File: config.mk
export PLATFORM = sky130hd
export DESIGN_NAME = reg8_piso_tx_flat
export DESIGN_NICKNAME = d
export VERILOG_FILES = /design/src/rtl/reg8_pkg.sv /design/src/rtl/reg8_piso_tx_if.sv /design/src/rtl/reg8_piso_tx_tick_div.sv /design/src/rtl/reg8_piso_tx.sv /design/src/flat_wrapper.sv
export SDC_FILE = /design/constraint.sdc
export NUM_CORES = 1
export LEC_CHECK = 0
export ABC_AREA = 1
export BUFFER_PORTS_ARGS = -buffer_cell sky130_fd_sc_hd__buf_2
export CAP_MARGIN = 20
export CORE_UTILIZATION = 51
export DETAILED_ROUTE_END_ITERATION = 16
export MAX_ROUTING_LAYER = met4
export PLACE_DENSITY = 0.75
export SLEW_MARGIN = 10
export SYNTH_ARGS = -nofsm -noshare
export SYNTH_HDL_FRONTEND = slang
export SYNTH_SLANG_ARGS = --single-unit
File: constraint.sdc
create_clock -name clock -period 1.7 [get_ports clock]
set_clock_uncertainty 0.2 [all_clocks]
set_input_delay 0.34 -clock clock [delete_from_list [all_inputs] [get_ports clock]]
set_output_delay 0.34 -clock clock [all_outputs]
set_load 0.02 [all_outputs]
File: src/rtl/reg8_pkg.sv
// Shared types, widths and helpers for the byte-register serial datapath blocks.
package reg8_pkg;

    localparam int BYTE_W = 8;

    typedef enum logic {
        IDLE  = 1'b0,
        SHIFT = 1'b1
    } tx_state_t;

    // Counter width for a modulo-n count; never narrower than one bit.
    function automatic int cw(input int n);
        return (n <= 2) ? 1 : $clog2(n);
    endfunction

endpackage

File: src/rtl/reg8_piso_tx_if.sv
// Byte valid/ready handshake between an upstream register and a transmitter.
interface reg8_piso_tx_if;
    import reg8_pkg::*;

    logic              in_valid;
    logic [BYTE_W-1:0] in;
    logic              in_ready;

    modport master (output in_valid, output in, input in_ready);
    modport slave  (input in_valid, input in, output in_ready);

endinterface

File: src/rtl/reg8_piso_tx_tick_div.sv
// Modulo-DIV cycle counter with synchronous clear; wrap marks the last cycle of a period.
module tick_div
    import reg8_pkg::*;
#(
    parameter int DIV = 4
) (
    input  logic clock,
    input  logic reset,
    input  logic clear,
    input  logic en,
    output logic wrap
);

    localparam int            W    = cw(DIV);
    localparam logic [W-1:0]  LAST = W'(DIV - 1);

    logic [W-1:0] count;

    assign wrap = en && (count == LAST);

    // NOTE: sequential state is written with <= so every flop samples pre-edge values.
    always_ff @(posedge clock) begin
        if (reset || clear) begin
            count <= '0;
        end else if (wrap) begin
            count <= '0;
        end else if (en) begin
            count <= count + 1'b1;
        end
    end

endmodule

File: src/rtl/reg8_piso_tx.sv
// Parallel-in/serial-out byte transmitter: accepts a byte, shifts it out with DIV cycles per bit.
module reg8_piso_tx
    import reg8_pkg::*;
#(
    parameter int DIV       = 4,
    parameter bit MSB_FIRST = 1'b1
) (
    input  logic            clock,
    input  logic            reset,
    reg8_piso_tx_if.slave   bus,
    output logic            sout,
    output logic            sframe,
    output logic            done
);

    tx_state_t         state_q, state_d;
    logic [BYTE_W-1:0] shreg;
    logic [2:0]        bit_cnt;
    logic              accept;
    logic              wrap;
    logic              last_bit;

    tick_div #(.DIV(DIV)) u_div (
        .clock (clock),
        .reset (reset),
        .clear (accept),
        .en    (sframe),
        .wrap  (wrap)
    );

    assign last_bit = wrap && (bit_cnt == 3'(BYTE_W - 1));

    // NOTE: defaults are assigned first so no path through this block infers a latch.
    always_comb begin
        state_d = state_q;
        accept  = 1'b0;
        case (state_q)
            IDLE: begin
                if (bus.in_valid) begin
                    accept  = 1'b1;
                    state_d = SHIFT;
                end
            end
            SHIFT: begin
                if (last_bit) state_d = IDLE;
            end
            default: state_d = IDLE;
        endcase
    end

    // NOTE: reset clears the shift register too, so a discarded partial byte never lingers.
    always_ff @(posedge clock) begin
        if (reset) begin
            state_q <= IDLE;
            shreg   <= '0;
            bit_cnt <= '0;
            done    <= 1'b0;
        end else begin
            state_q <= state_d;
            done    <= last_bit;
            if (accept) begin
                shreg   <= bus.in;
                bit_cnt <= '0;
            end else if (wrap) begin
                shreg   <= MSB_FIRST ? {shreg[BYTE_W-2:0], 1'b0} : {1'b0, shreg[BYTE_W-1:1]};
                bit_cnt <= bit_cnt + 3'd1;
            end
        end
    end

    // Outputs decode registered state only; the line idles high between frames.
    assign bus.in_ready = (state_q == IDLE);
    assign sframe       = (state_q == SHIFT);
    assign sout         = sframe ? (MSB_FIRST ? shreg[BYTE_W-1] : shreg[0]) : 1'b1;

endmodule
File: src/flat_wrapper.sv
// flat-port wrapper written by rule: the top's interface ports become plain ports
module reg8_piso_tx_flat import reg8_pkg::*;
#(
    parameter int DIV       = 4,
    parameter bit MSB_FIRST = 1'b1
)
  (clock, reset, sout, sframe, done, bus_in_valid, bus_in, bus_in_ready);
  reg8_piso_tx_if bus_i ();
  input  logic clock;
  input  logic reset;
  output logic sout;
  output logic sframe;
  output logic done;
  input wire logic [$bits(bus_i.in_valid)-1:0] bus_in_valid;
  input wire logic [$bits(bus_i.in)-1:0] bus_in;
  output wire logic [$bits(bus_i.in_ready)-1:0] bus_in_ready;
  assign bus_i.in_valid = bus_in_valid;
  assign bus_i.in = bus_in;
  assign bus_in_ready = bus_i.in_ready;
  reg8_piso_tx #(.DIV(DIV), .MSB_FIRST(MSB_FIRST)) u_core (.clock(clock), .reset(reset), .bus(bus_i), .sout(sout), .sframe(sframe), .done(done));
endmodule
==> results.txt <==
Crit share post-route - 94.0%
TritonCTS Buffers - 3
Post-synth top area cell - dfxtp_1
Initial Util - 55.7%
CP cell instances - inv_8 > or2_4 > buf_6
Sequential power share - 54.9%
Initial antenna violation count - 0
Reg-to-Reg End - u_core.shreg[1]
Area share of the largest cell type after synthesis - 41.0%
Slew Limit Fails - 0
Static Leak - 0.435 nW
Worst Hold Class - in2reg
Critical-path top delay cell - dfxtp_4
Status - finished clean
Syn avg cell area - 7.48 sq um
Reg2reg path depth - 5
Grt met3 use - 3.41%
First-pass GRT wire length - 2070 microns
Maxcap violations - 0
Largest net degree at the start of global routing - 13
Hpwl dp - 995 microns
Worst Tran Pin Value - 0.234 ns
Setup violators final - 0
Number of global-route vias before repair - 507
Vias - 636
Setup TNS - 0 ns
Die width - 39.9 microns
Syn Nets - 112
Placed cells - 125
Share of layout cells above drive strength 1 - 24.3%
Hold Fails Final Rpt - 0
CTS Buffer Depth - 2
Post-route ant nets - 0
All-Layer GR Usage - 20.2%
Worst Setup SP - u_core.sframe
Busiest layer in global routing - met2
CTS root buffer - clkbuf_4
CTS tree - built
Peak fanout along the critical path - 7
First drt pass iteration count - 4
Maximum vdd drop - 601 uV
Clk_lat worst skew - 0.28 ns
Crit path to - sout
Commonest non-fill, non-tap cells in the layout - nand2_1 (30), dfxtp_1 (14), buf_2 (13), nand3_1 (12)
Critical R2R Launch - u_core.u_div.count[0]
Io pins - 15
Netlist cell types - 19
WL per Instance - 10.1 microns
I/O Buffers - 14
Power Internal - 0.502 mW
Worst-path clk slew - 0.09 ns
Worst hold start - reset
Final Core Density - 64.2%
Synthesis-to-finish area growth - 15.4%
Max transition margin - 84.3%
Rows - 13
Switching power - 0.189 mW
Multi-input gate area - 348 sq um
Critical Path AT - 1.06 ns
Yosys warning total - 0
# clock sinks - 15
CP Capture Type - output pin
Met2 Track Usage GR - 29.0%
Buffer and inverter count on the worst path - 2
Antenna cells - 0
WP depth - 3
Gate power share - 15.5%
Hold buffers post-CTS - 0
Max incr delay on CP - 0.39 ns
Setup slack, reg-to-reg - 0.24 ns
Data required time of the worst path - 1.16 ns
CP delay by family, top - flip-flops
Final #Nets - 130
Grt met1 use - 26.7%
Fillers - 112
Startpoint Class - register
GP Congestion - 0.767
Sw Ratio - 27.4%
Mapped Area - 733 sq um
Register area share after synthesis - 41.0%
Leading cell type in the layout, fill and taps excluded - nand2_1
Die Y - 39.9 microns
Crit Path Category - reg2out
Gate Count Post-Synth - 98
Largest cells by area after synthesis - dfxtp_1 (41%), nand2_1 (15%), nand3_1 (8.2%), a21oi_1 (6.1%), ha_1 (5.1%)
DIE AREA - 1590 sq um
Cell Count, Final, Fillers Out - 130
Grt ovf - 0
Routed WL - 1310 microns
Clock share of power - 29.7%
Post-DR vias/cell - 4.89
Maximum level of the CTS H-tree - 1
Core ar. - 1320 sq um
Power density over the cells - 817 nW/um^2
Initial DRC Count - 15
Remaining DRCs - 0
Area taken by flip-flops and latches - 304 sq um
#FFs+latches synth - 15
Tmin final - 1.60 ns
RSZ-0062 raised after global routing - false
Max Clock Freq - 0.626 GHz
[metal layers]
layer | vias to the layer above | routed length (microns)
met1 | 274 | 649
met4 | 0 | 5
met2 | 19 | 595
met3 | 2 | 59
li1 | 341 | -
met5 | - | 0
[kinds of logic (layout without fill, tap and decap cells)]
logic type	after synthesis	in the layout	synth area share, %
buffers and inverters	15	32	11.9
adders and majority gates	3	3	5.12
xor gates and xnor gates	2	2	2.39
AOI/OAI and AO/OA	9	9	6.14
DFF	15	15	41.0
and+or+nand+nor	54	54	33.4
[layout make-up]
class	instances	area share (%)
sequential	15	35.9
tap	15	2.22
multi-input combinational	68	41.1
timing repair buffer	17	11.7
clock buffer	3	2.66
inverter	11	5.77
clock inverter	1	0.592
[sequential cells by signal (all words and copies together) (netlist names)]
signal / cells
u_core.bit_cnt: 3
u_core.sframe: 1
u_core.u_div.count: 2
u_core.shreg: 8
u_core.done: 1
[power by group through the flow]
| stage | registers [mW] | logic [mW] | clock network [mW] |
|---|---|---|---|
| 2_1_floorplan | 0.385 | 0.0773 | 0 |
| 3_3_place_gp | 0.388 | 0.0957 | 0 |
| 6_report | 0.379 | 0.107 | 0.205 |
| 3_5_place_dp | 0.390 | 0.0972 | 0 |
| 5_1_grt | 0.382 | 0.121 | 0.225 |
| 4_1_cts | 0.379 | 0.103 | 0.214 |
[through the flow]
stage	hold WS [ns]	setup WS [ns]	cell area [sq um]	power, mW
after detailed placement	0.247	0.153	798	0.487
final	0.105	0.102	846	0.691
after global placement	0.239	0.185	798	0.484
after CTS	0.0927	0.0186	837	0.696
after floorplan	0.226	0.157	733	0.463
after global routing	0.109	0.0535	846	0.728
[worst min path at each step]
stage | endpoint | slack, ns | cells past startpoint
floorplan | u_core.shreg[5] | 0.23 | 2
global placement | u_core.shreg[2] | 0.24 | 2
detailed placement | u_core.shreg[2] | 0.25 | 2
CTS | u_core.sframe | 0.09 | 2
global route | u_core.shreg[4] | 0.11 | 2
finish | u_core.sframe | 0.10 | 2
[timing repair]
item                       in CTS  in global routing
resized for setup               2                  3
hold endpoints to repair        0                  0
setup endpoints to repair       1                  1
setup buffers                   1                  0
[cell usage after synthesis]
library cell / instances
a21oi_1: 9
buf_2: 1
buf_6: 3
dfxtp_1: 15
ha_1: 3
inv_1: 9
inv_2: 1
inv_8: 1
nand2_1: 30
nand2_2: 1
nand2_4: 1
nand3_1: 12
nand3_2: 1
nand3b_1: 2
nor2_1: 5
nor3_1: 1
or2_2: 1
xnor2_1: 1
xor2_1: 1
Note: power is estimated with default switching activity, not from simulation.
